$ cat config.mk
export PLATFORM = sky130hd
export DESIGN_NAME = uart_tx_fsm
export DESIGN_NICKNAME = d
export VERILOG_FILES = /design/src/rtl/uart_pkg.sv /design/src/rtl/uart_tx_serializer.sv /design/src/rtl/uart_tx_fsm.sv
export SDC_FILE = /design/constraint.sdc
export NUM_CORES = 1
export LEC_CHECK = 0
export BUFFER_PORTS_ARGS = -buffer_cell sky130_fd_sc_hd__buf_2
export CAP_MARGIN = 10
export CORE_MARGIN = 4
export CORE_UTILIZATION = 35
export CTS_BUF_LIST = sky130_fd_sc_hd__clkbuf_8
export CTS_CLUSTER_DIAMETER = 50
export CTS_CLUSTER_SIZE = 40
export DETAILED_ROUTE_END_ITERATION = 16
export REMOVE_ABC_BUFFERS = 1
export SETUP_SLACK_MARGIN = 0.1
export SYNTH_ARGS = -nofsm -noshare
export SYNTH_HDL_FRONTEND = slang
export SYNTH_SLANG_ARGS = --single-unit
$ cat constraint.sdc
create_clock -name clk -period 2.7 [get_ports clk]
set_input_delay 0.405 -clock clk [delete_from_list [all_inputs] [get_ports clk]]
set_output_delay 0.405 -clock clk [all_outputs]
set_load 0.1 [all_outputs]
$ cat src/rtl/uart_pkg.sv
// Definitions shared by both UART directions: FSM state codes and line levels.
package uart_pkg;

  localparam int STATE_W = 5;

  // One-hot state codes; anything else is treated as illegal and recovers to idle.
  localparam logic [STATE_W-1:0] ST_IDLE   = 5'b00001;
  localparam logic [STATE_W-1:0] ST_START  = 5'b00010;
  localparam logic [STATE_W-1:0] ST_DATA   = 5'b00100;
  localparam logic [STATE_W-1:0] ST_PARITY = 5'b01000;
  localparam logic [STATE_W-1:0] ST_STOP   = 5'b10000;

  localparam logic START_BIT = 1'b0;
  localparam logic STOP_BIT  = 1'b1;
  localparam logic PAR_EVEN  = 1'b0;
  localparam logic PAR_ODD   = 1'b1;

endpackage

$ cat src/rtl/uart_tx_serializer.sv
// Data shift register for the UART transmitter; shifts one bit out per enable.
module uart_tx_serializer #(
  parameter int DATA_WIDTH = 8
) (
  input  logic                  clk,
  input  logic                  rst,
  input  logic                  load,
  input  logic [DATA_WIDTH-1:0] load_data,
  input  logic                  shift_en,
  output logic                  ser_bit,
  output logic                  done
);

  localparam int IDX_W = $clog2(DATA_WIDTH + 1);

  logic [DATA_WIDTH-1:0] shift_q, shift_d;
  logic [IDX_W-1:0]      idx_q, idx_d;

  always_comb begin
    shift_d = shift_q;
    idx_d   = idx_q;
    if (load) begin
      shift_d = load_data;
      idx_d   = '0;
    end else if (shift_en) begin
      shift_d = shift_q >> 1;
      idx_d   = idx_q + 1'b1;
    end
  end

  always_ff @(posedge clk) begin
    if (rst) begin
      shift_q <= '0;
      idx_q   <= '0;
    end else begin
      shift_q <= shift_d;
      idx_q   <= idx_d;
    end
  end

  // idx counts bits already handed to the line; done once every data bit is out.
  assign ser_bit = shift_q[0];
  assign done    = (idx_q == IDX_W'(DATA_WIDTH));

endmodule

$ cat src/rtl/uart_tx_fsm.sv
// UART transmit controller: latches a word on handshake and sends start, data
// LSB-first, optional parity and stop bits, each held for PRESCALE clocks.
module uart_tx_fsm
  import uart_pkg::*;
#(
  parameter int DATA_WIDTH     = 8,
  parameter int PRESCALE_WIDTH = 6,
  parameter int STOP_BITS      = 1
) (
  input  logic                      clk,
  input  logic                      rst,
  input  logic [DATA_WIDTH-1:0]     P_DATA,
  input  logic                      DATA_VALID,
  input  logic                      PAR_EN,
  input  logic                      PAR_TYP,
  input  logic [PRESCALE_WIDTH-1:0] PRESCALE,
  output logic                      TX_OUT,
  output logic                      busy
);

  localparam int PW = PRESCALE_WIDTH;

  logic [STATE_W-1:0] state_q, state_d;
  logic [PW-1:0]      cnt_q, cnt_d;
  logic [PW-1:0]      ps_q, ps_d;
  logic               par_en_q, par_en_d;
  logic               par_q, par_d;
  logic [1:0]         stop_cnt_q, stop_cnt_d;
  logic               tx_q, tx_d;
  logic               busy_q, busy_d;

  logic load, shift_en, ser_bit, ser_done, bit_end;

  assign bit_end = (cnt_q == (ps_q - PW'(1)));

  always_comb begin
    state_d    = state_q;
    ps_d       = ps_q;
    par_en_d   = par_en_q;
    par_d      = par_q;
    stop_cnt_d = stop_cnt_q;
    tx_d       = tx_q;
    busy_d     = busy_q;
    load       = 1'b0;
    shift_en   = 1'b0;
    cnt_d      = bit_end ? '0 : cnt_q + PW'(1);

    case (state_q)
      ST_IDLE: begin
        tx_d       = STOP_BIT;
        busy_d     = 1'b0;
        cnt_d      = '0;
        stop_cnt_d = '0;
        if (DATA_VALID && !busy_q) begin
          load     = 1'b1;
          ps_d     = (PRESCALE == '0) ? PW'(1) : PRESCALE;
          par_en_d = PAR_EN;
          par_d    = (^P_DATA) ^ (PAR_TYP != PAR_EVEN);
          state_d  = ST_START;
          tx_d     = START_BIT;
          busy_d   = 1'b1;
        end
      end
      ST_START: begin
        if (bit_end) begin
          tx_d     = ser_bit;
          shift_en = 1'b1;
          state_d  = ST_DATA;
        end
      end
      ST_DATA: begin
        if (bit_end) begin
          if (!ser_done) begin
            tx_d     = ser_bit;
            shift_en = 1'b1;
          end else if (par_en_q) begin
            tx_d    = par_q;
            state_d = ST_PARITY;
          end else begin
            tx_d    = STOP_BIT;
            state_d = ST_STOP;
          end
        end
      end
      ST_PARITY: begin
        if (bit_end) begin
          tx_d    = STOP_BIT;
          state_d = ST_STOP;
        end
      end
      ST_STOP: begin
        if (bit_end) begin
          if (stop_cnt_q == 2'(STOP_BITS - 1)) begin
            stop_cnt_d = '0;
            busy_d     = 1'b0;
            state_d    = ST_IDLE;
          end else begin
            stop_cnt_d = stop_cnt_q + 2'd1;
          end
        end
      end
      default: begin
        state_d    = ST_IDLE;
        tx_d       = STOP_BIT;
        busy_d     = 1'b0;
        cnt_d      = '0;
        stop_cnt_d = '0;
      end
    endcase
  end

  always_ff @(posedge clk) begin
    if (rst) begin
      state_q    <= ST_IDLE;
      cnt_q      <= '0;
      ps_q       <= '0;
      par_en_q   <= 1'b0;
      par_q      <= 1'b0;
      stop_cnt_q <= '0;
      tx_q       <= STOP_BIT;
      busy_q     <= 1'b0;
    end else begin
      state_q    <= state_d;
      cnt_q      <= cnt_d;
      ps_q       <= ps_d;
      par_en_q   <= par_en_d;
      par_q      <= par_d;
      stop_cnt_q <= stop_cnt_d;
      tx_q       <= tx_d;
      busy_q     <= busy_d;
    end
  end

  uart_tx_serializer #(
    .DATA_WIDTH(DATA_WIDTH)
  ) u_ser (
    .clk      (clk),
    .rst      (rst),
    .load     (load),
    .load_data(P_DATA),
    .shift_en (shift_en),
    .ser_bit  (ser_bit),
    .done     (ser_done)
  );

  assign TX_OUT = tx_q;
  assign busy   = busy_q;

endmodule

---- Word-level counts from Yosys, hierarchy flattened ----
Index checks and enable logic that the tools add are counted.
cells by class
  $add $sub $neg .......................... 4
  multiply operators ...................... 0
  divide/modulo/power cells ............... 0
  $lt $le $gt $ge ......................... 0
  eq/ne operators ......................... 14
  shift-type cells ........................ 0
  muxes and demuxes ....................... 31
  bitwise logic cells ..................... 4
  reductions and logical operators ........ 15
operators by type and width
  kind                   number
  $mux W5                8
  $pmux W5 S5            1
  $mux W8                2
  $ne A2 B2 Y1 const B   7
  $mux W1                13
  $reduce_xor A8 Y1      1
  $reduce_and A7 Y1      1
  $add A6 B1 Y6 const B  1
  $eq A6 B6 Y1           1
  $logic_not A6 Y1       1
  $mux W6                1
  $reduce_or A3 Y1       2
  $sub A6 B1 Y6 const B  1
  $eq A5 B1 Y1 const B   1
  $eq A5 B2 Y1 const B   1
  $eq A5 B3 Y1 const B   1
  $eq A5 B4 Y1 const B   1
  $eq A5 B5 Y1 const B   1
  $pmux W1 S5            1
  $add A4 B1 Y4 const B  1
  $eq A4 B4 Y1 const B   1
  $mux W2                2
  $pmux W2 S2            1
  $reduce_and A2 Y1      2
  other kinds (13)       15
storage, ports and cells
  register bits ........................... 35
  latch bits .............................. 0
  bits in writable memories ............... 0
  memory bits (read-only) ................. 0
  bits of input ports ..................... 19
  output and inout port bits .............. 2
  logic and storage cells ................. 78
  memories kept ........................... 0

---- Depth between registers and ports, before layout ----
  word-level depth ........................ 6
  mapped depth ............................ 9
  gate-level depth less buffers ........... 8

---- Hierarchy ----
From an unflattened synthesis, not the netlist that was laid out.
second synthesis, totals
  cells, all modules ...................... 229
  area total of the unflattened synthesis .. 1929.4 µm²
modules (own cells, without submodules)
  module              instances  cells an instance  area each (µm²)  seq. area each (µm²)
  uart_tx_fsm         1          171                1355.0           460.4
  uart_tx_serializer  1          58                 574.3            240.2

---- Worst setup path after synthesis ----
No wires, ideal clock.
  kind .................................... register to register
  from .................................... register ps_q[0]
  to ...................................... register u_ser.idx_q[3]
  library setup time ...................... 0.086 ns
  arrival ................................. 2.170 ns
  required time ........................... 2.614 ns
  slack ................................... 0.445 ns
  cell stages (with the launch flop) ...... 9
  buffers on the path ..................... 0
  period minus slack after synthesis ...... 2.255 ns
  path through ............................ dfxtp_1 > inv_1 > ha_1 > or3b_1 > a211o_1 > nor4_4 > nand3_2 > or3_1 > a211oi_1
between the ends
  word-level cells in the longest chain between the ends .. 4
  elaborated cells between the ends (all ways) .. 5
  classes of those cells .................. add/sub: 1; eq/ne: 1; mux: 3
RTL lines
  item                        line                                  text
  start, declared             uart_tx_fsm.sv:25                     logic [PW-1:0] ps_q, ps_d;
  start signal, assigned      uart_tx_fsm.sv:125                    ps_q <= ps_d;
  $sub A6 B1 Y6 (*)           uart_tx_fsm.sv:34                     assign bit_end = (cnt_q == (ps_q - PW'(1)));
  $eq A6 B6 Y1 (*)            uart_tx_fsm.sv:34
  $mux W1 (on tied branches)  uart_tx_fsm.sv:72, uart_tx_fsm.sv:65
  $pmux W1 S2 (*)             uart_tx_fsm.sv:48                     case (state_q)
  end signal, assigned        uart_tx_serializer.sv:37              idx_q <= idx_d;
  end, declared               uart_tx_serializer.sv:17              logic [IDX_W-1:0] idx_q, idx_d;
Every way passes the cells marked *; elsewhere a longest branch is shown, timed or not.
A chain may end at the register's enable or synchronous reset.

---- Worst setup path in the final report ----
  from .................................... register ps_q[0]
  to ...................................... register stop_cnt_q[1]
between the ends
  word-level cells in the longest chain between the ends .. 4
RTL lines
  item                         line                text
  $sub A6 B1 Y6                uart_tx_fsm.sv:34
  $eq A6 B6 Y1                 uart_tx_fsm.sv:34
  $ne A2 B2 Y1 (no line)       -
  $reduce_and A2 Y1 (no line)  -
  end signal, assigned         uart_tx_fsm.sv:128  stop_cnt_q <= stop_cnt_d;
  end, declared                uart_tx_fsm.sv:28   logic [1:0] stop_cnt_q, stop_cnt_d;
No other way between the ends.

==> reports/qor.json <==
{
  "place": {
    "numPortBuffers": 20,
    "place_congestion": 0.844,
    "hpwlAfterDp_microns": 2990
  },
  "setup_path": {
    "critical_path_data_required_time_ps": 2930,
    "critical_path_arrival_ps": 2700,
    "worst-setup-path-type": "flop to flop",
    "timing.critical_path.to_type": "flop",
    "worst-path-max-fanout": 3,
    "cp-start-kind": "flop"
  },
  "synthesis": {
    "synthDistinctLibCells": 41,
    "synth-warning-count": 0,
    "yosys_register_bits": 35,
    "syn_inst": 230,
    "seq_area_frac_synth": 0.365,
    "mapped_area_sq_mm": 0.00192,
    "postSynthAreaPerCell_sq_um": 8.34,
    "synth_area_leader_cell": "sky130_fd_sc_hd__dfxtp_1",
    "ys_top_cells_by_area": "sky130_fd_sc_hd__dfxtp_1 (37%), sky130_fd_sc_hd__xnor2_1 (6.8%), sky130_fd_sc_hd__mux2i_1 (5.2%)",
    "netlist.area_leader.share": 0.365
  },
  "finish": {
    "antenna_cells": 0,
    "regArea_sq_um": 701,
    "nNetsFinal": 278,
    "fillerInstances": 554,
    "multi_input_area_sq_mm": 0.00115,
    "final_layout_size_suffix_gt1_frac": 0.165,
    "syn2layout_area_growth_pct": 15.6
  },
  "routing": {
    "route.vias.total": 1643,
    "drt-vias-per-instance": 5.07,
    "drt-initial-drc-count": 148,
    "route.final.wire_length_microns": 4080,
    "post_drt_wl_per_cell_microns": 12.6,
    "remaining_drc_errors": 0,
    "drt_pass1_iterations": 4,
    "antenna_violating_nets_post_route": 0
  },
  "cts": {
    "path_clk_slew_ps": 70,
    "htreeDepth": 2,
    "cts_max_path_buffers": 2,
    "clock_tree_from_tritoncts": "done",
    "insertion_delay_ps": 290,
    "postCtsHoldBufs": 0,
    "cts_made_buffers": 5,
    "clkSinkCount": 35,
    "cts_root_buffer": "sky130_fd_sc_hd__clkbuf_8"
  },
  "global_routing": {
    "grt_max_degree": 22,
    "grt_pass1_wl_microns": 6870,
    "antenna_found_initial": 0,
    "globalRouteOverflowTotal": 0,
    "gr-usage-all-layers": 0.132,
    "number_of_global_route_vias_before_repair": 1489
  },
  "timing": {
    "setup_viol": 0,
    "fmaxAchievable_mhz": 405,
    "timing_max_transition_violations_final": 0,
    "rsz0062_at_grt": "false",
    "finalCriticalPeriod_ps": 2470,
    "timing.slew.headroom": 0.653,
    "setup_total_negative_slack_ps": 0,
    "fin_crit_share": 0.915,
    "timing_hold_violations_final": 0,
    "timing.clock.skew_ps": 5.23,
    "worst-slew-pin-transition_ps": 518
  },
  "power_and_ir_drop": {
    "power.ir.vdd_worst_v": 0.000349,
    "fin_total_pwr_mw": 1.41,
    "power_density_mw_per_mm2": 638,
    "total_leakage_power_nw": 0.862
  },
  "floorplanning": {
    "floorplan.initialDensity": 0.369,
    "std_cell_core_area_sq_mm": 0.00520,
    "die_h_microns": 82.1,
    "core.rowCount": 26,
    "floorplan.die_area_sq_mm": 0.00673,
    "die_width_microns": 82.1,
    "num_io_pins": 21
  },
  "worst_hold_path": {
    "hold_path.class": "input port to flop"
  },
  "run": {
    "cap_viol_max_count": 0
  },
  "outcome": {
    "status": "completed"
  }
}
==> cell type report <==
class	count	share of cell area
Multi-Input combinational cell	173	0.519
Sequential cell	35	0.316
Timing Repair Buffer	27	0.0688
Tap cell	70	0.0395
Clock buffer	5	0.0310
Inverter	11	0.0186
Clock inverter	3	0.00733
==> path summary, 6_finish.rpt <==
path                                            from                         end  slack [ps]  depth (start not counted)
worst max-delay path            ps_q[0]$_SDFFE_PP0P_  stop_cnt_q[1]$_SDFFE_PP0P_         230                         10
worst min-delay path                          PAR_EN       par_en_q$_SDFFE_PP0P_         350                          3
worst max register to register  ps_q[0]$_SDFFE_PP0P_  stop_cnt_q[1]$_SDFFE_PP0P_         230                         10
worst min register to register    par_q$_SDFFE_PP0P_          par_q$_SDFFE_PP0P_         460                          2
==> layout by cell type (no fill, tap or decap), drive strengths merged, types with 2 or more instances in the layout <==
master  synthesis  final
a211o           2      2
a211oi         10     10
nand3           9      9
mux2i          10     10
dfxtp          35     35
ha              6      6
a21boi          2      2
and3            3      3
o211a           2      2
nand2b          2      2
nor4            2      2
or4             3      3
inv            11     12
a21oi          16     16
nor3            7      7
nand2          21     21
clkbuf         10      5
or3             5      5
or3b            2      2
buf             1     27
o21ai          11     11
xor2            6      6
nor2b           4      4
a22o            2      2
xnor2          15     15
nor2           22     22
==> state kept, by name, summed over array words and instances (netlist names) <==
signal and flops:
u_ser.shift_q 8, state_q 5, stop_cnt_q 2, busy 1, ps_q 6, cnt_q 6
par_q 1, TX_OUT 1, par_en_q 1, u_ser.idx_q 4
==> logic make-up after synthesis <==
kind of cell / share of synthesized area
simple gates: 0.229
compound gates: 0.170
flops: 0.365
buf+inv: 0.0437
xor+xnor: 0.0958
mux: 0.0580
fa+ha+maj: 0.0391
==> report_power, final <==
part | leakage (nW) | switching (mW) | internal [mW]
Combinational | 0.531 | 0.251 | 0.160
Clock | 0.0453 | 0.201 | 0.177
Sequential | 0.286 | 0.0532 | 0.573
==> synth_stat cells (all sizes together) <==
cell / n
a22o: 2
nor4: 2
o22ai: 1
xor2: 6
o211a: 2
mux2: 1
nand2b: 2
or3b: 2
nor3: 7
or3: 5
a211oi: 10
nand2: 21
or2: 1
ha: 6
xnor2: 15
and3: 3
o21ai: 11
a211o: 2
nor4b: 1
and4: 1
nor2b: 4
a21oi: 16
clkbuf: 10
nand3b: 1
inv: 11
buf: 1
o32ai: 1
nand4: 1
o32a: 1
dfxtp: 35
a21boi: 2
mux2i: 10
or4: 3
nand3: 9
o41ai: 1
o21bai: 1
nor2: 22
==> worst max-delay path, cell delays in order (launching register included) <==
cell	delay, ps
sky130_fd_sc_hd__dfxtp_1	340
sky130_fd_sc_hd__inv_1	80
sky130_fd_sc_hd__ha_1	200
sky130_fd_sc_hd__or3b_1	350
sky130_fd_sc_hd__a211o_1	330
sky130_fd_sc_hd__nor4_4	200
sky130_fd_sc_hd__buf_4	180
sky130_fd_sc_hd__buf_4	110
sky130_fd_sc_hd__nand2_1	70
sky130_fd_sc_hd__nor4_1	370
sky130_fd_sc_hd__a22o_1	190
==> metal layers <==
metal	share of wire	up-vias	GRT usage
li1	-	858	-
met1	0.50	759	0.162
met2	0.46	20	0.218
met3	0.030	6	0.0362
met4	0.016	0	0.0498
met5	0	-	0
==> per-stage QoR <==
stage | utilization | hold slack, ps | instance area, sq um | cells | setup WS (ps)
4_1_cts | 0.417 | 349 | 2170 | 320 | 229
3_5_place_dp | 0.401 | 446 | 2090 | 312 | 220
3_3_place_gp | 0.401 | 442 | 2090 | 312 | 307
2_1_floorplan | - | 426 | 1880 | 219 | 224
5_1_grt | 0.426 | 349 | 2220 | 324 | 120
6_report | 0.426 | 353 | 2220 | 324 | 228
==> repair_timing <==
action,4_1_cts,5_1_grt
gates resized for setup,0,4
setup buffers,0,4
setup endpoints to repair,0,10
(Power assumes the default switching activity.)
